`config.mk`:
```
export PLATFORM = sky130hd
export DESIGN_NAME = pipe2_reg_flat
export DESIGN_NICKNAME = d
export VERILOG_FILES = /design/src/rtl/pipe2_reg_pkg.sv /design/src/rtl/pipe2_reg_if.sv /design/src/rtl/pipe2_reg_memop_decode.sv /design/src/rtl/pipe2_reg.sv /design/src/flat_wrapper.sv
export SDC_FILE = /design/constraint.sdc
export NUM_CORES = 1
export LEC_CHECK = 0
export ABC_AREA = 1
export CORE_AREA = 2 2 242 244
export CTS_BUF_LIST = sky130_fd_sc_hd__clkbuf_4 sky130_fd_sc_hd__clkbuf_8
export CTS_CLUSTER_DIAMETER = 200
export DETAILED_ROUTE_END_ITERATION = 10
export DIE_AREA = 0 0 244 246
export SYNTH_ARGS = -nofsm -noshare
export SYNTH_HDL_FRONTEND = slang
export SYNTH_HIERARCHICAL = 1
export SYNTH_SLANG_ARGS = --single-unit
export TNS_END_PERCENT = 10
```
`constraint.sdc`:
```
create_clock -name clk -period 0.85 [get_ports clk]
set_clock_uncertainty 0.2 [all_clocks]
set_input_delay 0.17 -clock clk [delete_from_list [all_inputs] [get_ports clk]]
set_output_delay 0.17 -clock clk [all_outputs]
set_load 0.01 [all_outputs]
```
`src/rtl/pipe2_reg_pkg.sv`:
```
// Shared widths and memory-op encodings for the decode/execute pipeline register.
package pipe2_reg_pkg;

   localparam int DATA_W  = 128;
   localparam int ADDR_W  = 21;
   localparam int BEN_W   = DATA_W / 8;
   localparam int RADDR_W = 5;
   localparam int ALUOP_W = 5;

   // memop is big-endian: bit 0 (MSB) requests an access, bit 1 makes it a write
   typedef enum logic [0:1] {
      MEMOP_NONE  = 2'b00,
      MEMOP_RSVD  = 2'b01,
      MEMOP_LOAD  = 2'b10,
      MEMOP_STORE = 2'b11
   } memop_e;

endpackage

```
`src/rtl/pipe2_reg_if.sv`:
```
// Signal bundle between decode/register-read (master) and the pipe2 register (slave).
import pipe2_reg_pkg::*;

interface pipe2_reg_if;

   logic [0:ALUOP_W-1] aluop_in;
   logic [0:ALUOP_W-1] aluop_out;
   logic [0:2]         ppp_in;
   logic [0:2]         ppp_out;
   logic [0:1]         ww_in;
   logic [0:1]         ww_out;
   logic [0:1]         memop_in;
   logic               memWrEn_out;
   logic               memEn_out;
   logic [0:ADDR_W-1]  memAddr_in;
   logic [0:ADDR_W-1]  memAddr_out;
   logic [0:BEN_W-1]   wbyteen_in;
   logic [0:BEN_W-1]   wbyteen_out;
   logic               regwren_in;
   logic               regwren_out;
   logic [0:RADDR_W-1] rwraddrd_in;
   logic [0:RADDR_W-1] rwraddrd_out;
   logic               reginmuxop_in;
   logic               reginmuxop_out;
   logic [0:DATA_W-1]  rd1data_in;
   logic [0:DATA_W-1]  rd1data_out;
   logic [0:DATA_W-1]  rd2data_in;
   logic [0:DATA_W-1]  rd2data_out;

   modport master (
      output aluop_in, ppp_in, ww_in, memop_in, memAddr_in, wbyteen_in,
             regwren_in, rwraddrd_in, reginmuxop_in, rd1data_in, rd2data_in,
      input  aluop_out, ppp_out, ww_out, memWrEn_out, memEn_out, memAddr_out,
             wbyteen_out, regwren_out, rwraddrd_out, reginmuxop_out,
             rd1data_out, rd2data_out
   );

   modport slave (
      input  aluop_in, ppp_in, ww_in, memop_in, memAddr_in, wbyteen_in,
             regwren_in, rwraddrd_in, reginmuxop_in, rd1data_in, rd2data_in,
      output aluop_out, ppp_out, ww_out, memWrEn_out, memEn_out, memAddr_out,
             wbyteen_out, regwren_out, rwraddrd_out, reginmuxop_out,
             rd1data_out, rd2data_out
   );

endinterface

```
`src/rtl/pipe2_reg_memop_decode.sv`:
```
// Splits the 2-bit memop into access and write strobes; the reserved code is a no-op.
import pipe2_reg_pkg::*;

module memop_decode (
   input  logic [0:1] memop,
   output logic       mem_en,
   output logic       mem_wr_en
);

   always_comb begin
      mem_en    = 1'b0;
      mem_wr_en = 1'b0;
      case (memop)
         MEMOP_LOAD: begin
            mem_en = 1'b1;
         end
         MEMOP_STORE: begin
            mem_en    = 1'b1;
            mem_wr_en = 1'b1;
         end
         default: begin
            mem_en    = 1'b0;
            mem_wr_en = 1'b0;
         end
      endcase
   end

endmodule

```
`src/rtl/pipe2_reg.sv`:
```
// Pipeline register between decode/register-read and execute; one-cycle latency, sync reset clears all.
import pipe2_reg_pkg::*;

module pipe2_reg (
   input  logic          clk,
   input  logic          reset,
   pipe2_reg_if.slave    bus
);

   logic mem_en_next;
   logic mem_wr_en_next;

   memop_decode u_memop_decode (
      .memop     (bus.memop_in),
      .mem_en    (mem_en_next),
      .mem_wr_en (mem_wr_en_next)
   );

   // Reset wins over capture, so a word in flight during reset is dropped
   always_ff @(posedge clk) begin
      if (reset) begin
         bus.aluop_out      <= '0;
         bus.ppp_out        <= '0;
         bus.ww_out         <= '0;
         bus.memEn_out      <= 1'b0;
         bus.memWrEn_out    <= 1'b0;
         bus.memAddr_out    <= '0;
         bus.wbyteen_out    <= '0;
         bus.regwren_out    <= 1'b0;
         bus.rwraddrd_out   <= '0;
         bus.reginmuxop_out <= 1'b0;
         bus.rd1data_out    <= '0;
         bus.rd2data_out    <= '0;
      end else begin
         bus.aluop_out      <= bus.aluop_in;
         bus.ppp_out        <= bus.ppp_in;
         bus.ww_out         <= bus.ww_in;
         bus.memEn_out      <= mem_en_next;
         bus.memWrEn_out    <= mem_wr_en_next;
         bus.memAddr_out    <= bus.memAddr_in;
         bus.wbyteen_out    <= bus.wbyteen_in;
         bus.regwren_out    <= bus.regwren_in;
         bus.rwraddrd_out   <= bus.rwraddrd_in;
         bus.reginmuxop_out <= bus.reginmuxop_in;
         bus.rd1data_out    <= bus.rd1data_in;
         bus.rd2data_out    <= bus.rd2data_in;
      end
   end

endmodule

```
`src/flat_wrapper.sv`:
```
// flat-port wrapper written by rule: the top's interface ports become plain ports
module pipe2_reg_flat 
  (clk, reset, bus_aluop_in, bus_ppp_in, bus_ww_in, bus_memop_in, bus_memAddr_in, bus_wbyteen_in, bus_regwren_in, bus_rwraddrd_in, bus_reginmuxop_in, bus_rd1data_in, bus_rd2data_in, bus_aluop_out, bus_ppp_out, bus_ww_out, bus_memWrEn_out, bus_memEn_out, bus_memAddr_out, bus_wbyteen_out, bus_regwren_out, bus_rwraddrd_out, bus_reginmuxop_out, bus_rd1data_out, bus_rd2data_out);
  pipe2_reg_if bus_i ();
  input  logic clk;
  input  logic reset;
  input wire logic [$bits(bus_i.aluop_in)-1:0] bus_aluop_in;
  input wire logic [$bits(bus_i.ppp_in)-1:0] bus_ppp_in;
  input wire logic [$bits(bus_i.ww_in)-1:0] bus_ww_in;
  input wire logic [$bits(bus_i.memop_in)-1:0] bus_memop_in;
  input wire logic [$bits(bus_i.memAddr_in)-1:0] bus_memAddr_in;
  input wire logic [$bits(bus_i.wbyteen_in)-1:0] bus_wbyteen_in;
  input wire logic [$bits(bus_i.regwren_in)-1:0] bus_regwren_in;
  input wire logic [$bits(bus_i.rwraddrd_in)-1:0] bus_rwraddrd_in;
  input wire logic [$bits(bus_i.reginmuxop_in)-1:0] bus_reginmuxop_in;
  input wire logic [$bits(bus_i.rd1data_in)-1:0] bus_rd1data_in;
  input wire logic [$bits(bus_i.rd2data_in)-1:0] bus_rd2data_in;
  output wire logic [$bits(bus_i.aluop_out)-1:0] bus_aluop_out;
  output wire logic [$bits(bus_i.ppp_out)-1:0] bus_ppp_out;
  output wire logic [$bits(bus_i.ww_out)-1:0] bus_ww_out;
  output wire logic [$bits(bus_i.memWrEn_out)-1:0] bus_memWrEn_out;
  output wire logic [$bits(bus_i.memEn_out)-1:0] bus_memEn_out;
  output wire logic [$bits(bus_i.memAddr_out)-1:0] bus_memAddr_out;
  output wire logic [$bits(bus_i.wbyteen_out)-1:0] bus_wbyteen_out;
  output wire logic [$bits(bus_i.regwren_out)-1:0] bus_regwren_out;
  output wire logic [$bits(bus_i.rwraddrd_out)-1:0] bus_rwraddrd_out;
  output wire logic [$bits(bus_i.reginmuxop_out)-1:0] bus_reginmuxop_out;
  output wire logic [$bits(bus_i.rd1data_out)-1:0] bus_rd1data_out;
  output wire logic [$bits(bus_i.rd2data_out)-1:0] bus_rd2data_out;
  assign bus_i.aluop_in = bus_aluop_in;
  assign bus_i.ppp_in = bus_ppp_in;
  assign bus_i.ww_in = bus_ww_in;
  assign bus_i.memop_in = bus_memop_in;
  assign bus_i.memAddr_in = bus_memAddr_in;
  assign bus_i.wbyteen_in = bus_wbyteen_in;
  assign bus_i.regwren_in = bus_regwren_in;
  assign bus_i.rwraddrd_in = bus_rwraddrd_in;
  assign bus_i.reginmuxop_in = bus_reginmuxop_in;
  assign bus_i.rd1data_in = bus_rd1data_in;
  assign bus_i.rd2data_in = bus_rd2data_in;
  assign bus_aluop_out = bus_i.aluop_out;
  assign bus_ppp_out = bus_i.ppp_out;
  assign bus_ww_out = bus_i.ww_out;
  assign bus_memWrEn_out = bus_i.memWrEn_out;
  assign bus_memEn_out = bus_i.memEn_out;
  assign bus_memAddr_out = bus_i.memAddr_out;
  assign bus_wbyteen_out = bus_i.wbyteen_out;
  assign bus_regwren_out = bus_i.regwren_out;
  assign bus_rwraddrd_out = bus_i.rwraddrd_out;
  assign bus_reginmuxop_out = bus_i.reginmuxop_out;
  assign bus_rd1data_out = bus_i.rd1data_out;
  assign bus_rd2data_out = bus_i.rd2data_out;
  pipe2_reg u_core (.clk(clk), .reset(reset), .bus(bus_i));
endmodule
```
# Yosys cells after proc, flatten, opt, wreduce, memory -nomap -nowiden
# Cells that the tools add are included.
[totals] input_bits=314 regBits=312 romBits=0 word_cells=17 out_inout_bits=312 ramBits=0 mem_count=0 latch_bits=0
[classes] n_shift=0 addsub=0 bitwise=0 mux=2 eq_ne=2 n_lt_le_gt_ge=0 n_reduce_logical=1 div=0 n_mul=0
[ops] cell="2-bit equality test (second input constant)" n=2
[ops] cell="1-bit two-way mux" n=2
[ops] cell="2-bit OR reduction" n=1

# Logic depth before layout (Yosys ltp)
[logic_depth] ltp_word=3 ltp_mapped=4 depth_no_buf=4

# Hierarchy
# The synthesis kept the hierarchy.
[modules_own_cells] mod="pipe2_reg" n_inst=1 seq_area_each_um2=6246.0 area_per_inst_um2=8959.8 cells_each=971
[modules_own_cells] mod="memop_decode" n_inst=1 seq_area_each_um2=0.0 area_per_inst_um2=11.3 cells_each=3

# Least setup slack after synthesis
# Ideal clock, no wire load.
[synth_timing] path_kind="input port to flip-flop" start="in reset" end="reg u_core/bus.rd1data_out[100] (netlist name)" arrival_time_ps=609 setup_slack_ps=-71 path_buffers=3 setup_ps=112 t_required_ps=538 path_stages=4 path_cell_list="buf_4 buf_6 buf_6 nor2_1"
[synth_rtl] element="from (decl)" line_no="flat_wrapper.sv:6" text="input logic reset;"
[synth_rtl] element="to (signal assigned)" line_no="pipe2_reg.sv:45" text="bus.rd1data_out <= bus.rd1data_in;"
[synth_rtl] element="to (decl)" line_no="pipe2_reg_if.sv:43" text="rd1data_out, rd2data_out"
# No word-level cell between the ends.

# Worst setup path after layout
[layout_timing] start="reg u_core/bus.rd2data_out[124] (netlist name)" end="out bus_rd2data_out[3]"
[layout_rtl] element="from (decl)" line_no="pipe2_reg_if.sv:43"
[layout_rtl] element="from (signal assigned)" line_no="pipe2_reg.sv:46" text="bus.rd2data_out <= bus.rd2data_in;"
[layout_rtl] element="to (decl)" line_no="flat_wrapper.sv:29" text="output wire logic [$bits(bus_i.rd2data_out)-1:0] bus_rd2data_out;"
# No word-level cell between the ends.

==> metrics.md <==
| Metric | Value |
|---|---|
| Status | finished with violations |
| Failing checks | negative hold slack, negative setup slack |
| Synth top area share | 0.696 |
| Clock sinks | 312 |
| Main synth FF type | dfxtp_1 |
| Critical path's slowest cell | dfxtp_4 |
| # Post-CTS Setup Buffers | 0 |
| Data required, critical path | 0.48 ns |
| WHS | -0.226 ns |
| Mapped Nets | 1,288 |
| F_max | 651 MHz |
| Syn avg cell area | 9.21 um2 |
| Worst path bufs/invs | 1 |
| Crit-path cells | buf_12 |
| Ys async rst share | 0 |
| Core Region | 57,400 um2 |
| Critical path's top delay family | flip-flops |
| Initial Utilization | 0.156 |
| Count of non-filler cells in the finished layout | 2,495 |
| H-tree levels | 2 |
| Crit end category | output port |
| Ratio of total power to cell area | 2040 nW/um2 |
| Area grow syn2layout | 96.9% |
| First-pass GRT wire length | 47,000 um |
| Vias | 8,170 |
| Nets@finish | 2,000 |
| Hpwl dp | 25,300 um |
| Flops & latches, synth | 312 |
| Die span in y | 246 um |
| Mapped Cells | 974 |
| Cell variety after synth | 8 |
| CTS Buf Count | 54 |
| Worst vdd ir | 1.17 mV |
| Crit path time final | 1.54 ns |
| Row Count | 88 |
| Worst hold path class | in -> reg |
| Inst Count DP | 2,369 |
| Share of layout cells above drive strength 1 | 0.367 |
| Cell Area, Synth | 8970 um2 |
| Clock Path Buffers | 3 |
| DRC Markers | 0 |
| Grt ovf | 0 |
| Final wirelength | 32,500 um |
| DR pass1 iterations | 5 |
| Hold Path Sink | u_core/bus.rd1data_out[45] |
| Clock slew at reported path FFs | 0.06 ns |
| Vias in the first global route | 8,465 |
| Cell Area, Placed | 16,200 um2 |
| Synth area leaders | dfxtp_1 (70%), inv_1 (13%), nor2_1 (13%), buf_6 (3.9%), buf_2 (0.17%) |
| Hold path depth | 3 |
| Max-slew violations | 0 |
| Lkg Pwr | 9.19 nW |
| Largest net degree at the start of global routing | 32 |
| Final ANT Viol Nets | 0 |
| Seq/Total Area, Yosys | 0.696 |
| Slew headroom | 0.858 |
| Final setup vio count | 313 |
| Commonest cells in the netlist | inv_1 (313), dfxtp_1 (312), nor2_1 (312) |
| Routability cong. | 0.858 |
| Crit-path max FO | 1 |
| Crit path kind | reg -> out |
| PnR Total Power | 36.0 mW |
| Worst path max stage delay | 0.41 ns |
| Clock root cell | clkbuf_8 |
| Synth warnings | 6 |
| Post-cts hold buffer count | 26 |
| Vias per cell | 3.27 |
| CTS tree | done |
| Hold Fails Final Rpt | 303 |
| RSZ-0062 raised after global routing | yes |
| Pre-CTS setup slack | -0.781 ns |
| I/O pins | 626 |
| Area leader, netlist | dfxtp_1 |
| Antenna violations before repair | 2 |
| Least-Margin Pin Slew | 0.213 ns |
| Fillers | 5,965 |
| Die width | 244 um |
| Count leader, synth | inv_1 |
| Wire length per cell | 13.0 um |
| DR iter-0 viols | 177 |
| EDFF count, synth | 0 |
| PnR worst setup slack | -0.686 ns |
| Final instance area | 17,700 um2 |
| Final worst path period share | 1.81 |
| Total GRT Usage | 0.101 |
| Die area | 60,000 um2 |
| Worst setup SP type | register |
| Hold Startpoint | reset |
| Critical path arrival | 1.17 ns |
| Buffers on Ports | 625 |
| Total of max-cap violations | 0 |
-- sequential cells by signal, indices dropped and copies added, names as in the netlist --
name	count
u_core/bus.wbyteen_out	16
u_core/bus.aluop_out	5
u_core/bus.regwren_out	1
u_core/bus.rd2data_out	128
u_core/bus.rd1data_out	128
u_core/bus.memEn_out	1
u_core/bus.memWrEn_out	1
u_core/bus.ppp_out	3
u_core/bus.memAddr_out	21
u_core/bus.rwraddrd_out	5
u_core/bus.ww_out	2
u_core/bus.reginmuxop_out	1
-- layer usage --
layer / global-route usage / part of all wire / vias up
met1: 0.100 / 0.35 / 3601
met3: 0.0454 / 0.12 / 65
met5: 0 / 0.00040 / -
li1: - / - / 4049
met2: 0.184 / 0.50 / 453
met4: 0.0411 / 0.030 / 2
-- kinds of logic after synthesis --
kind of cell | Yosys count | synth area share
buf+inv | 349 | 0.173
flops | 312 | 0.696
simple gates | 313 | 0.131
-- power breakdown --
group | switching, mW | internal (mW) | total [mW]
clock | 6.25 | 9.46 | 15.7
combinational | 1.70 | 2.79 | 4.49
sequential | 0.307 | 15.5 | 15.8
total | 8.26 | 27.8 | 36.0
-- per-stage QoR --
stage               hold WS (ns)  setup TNS, ns  utilization
finish                    -0.226        -171.74        0.308
CTS                       -0.293        -219.88        0.301
detailed placement         0.398        -179.47        0.283
floorplan                 0.0770          -5.95            -
global route              -0.269        -199.74        0.308
global placement           0.394        -178.28        0.283
-- worst max-delay path by stage --
stage | startpoint | to | slack, ns | cells after the start
5_1_grt | u_core/bus.rd2data_out[124] | bus_rd2data_out[3] | -0.78 | 1
3_3_place_gp | u_core/bus.rd2data_out[125] | bus_rd2data_out[2] | -0.79 | 1
2_1_floorplan | reset | u_core/bus.rd1data_out[100] | -0.02 | 4
6_report | u_core/bus.rd2data_out[124] | bus_rd2data_out[3] | -0.69 | 1
4_1_cts | u_core/bus.rd2data_out[125] | bus_rd2data_out[2] | -0.80 | 1
3_5_place_dp | u_core/bus.rd2data_out[125] | bus_rd2data_out[2] | -0.78 | 1
-- cells in the final DEF (no fill, tap or decap), drive strengths merged --
cell type	netlist	routed
nor2	312	312
inv	313	315
dlygate4sd3	0	16
nand2	1	1
clkinv	0	9
buf	35	352
dlymetal6s2s	0	15
diode	0	1
clkbuf	1	85
clkdlybuf4s50	0	297
dfxtp	312	312
dlymetal6s4s	0	10
bufinv	0	5
-- layout make-up --
type / instances / area (um2) / area share
clock buffers: 83 / 1050 / 0.0597
diodes: 1 / 2.50 / 0.000142
repair buffers: 692 / 6600 / 0.373
flip-flops and latches: 312 / 6490 / 0.367
inverters: 313 / 1170 / 0.0665
well taps: 765 / 957 / 0.0542
multi-input cells: 313 / 1170 / 0.0665
clock inverters: 16 / 219 / 0.0124
-- what timing repair did --
item | in CTS | in global routing
pin swaps | 0 | 3
endpoints found under the hold margin | 312 | 306
endpoints found under the setup margin | 312 | 338
resized for setup | 1020 | 635
No activity file was read; power rests on OpenSTA's default activity.
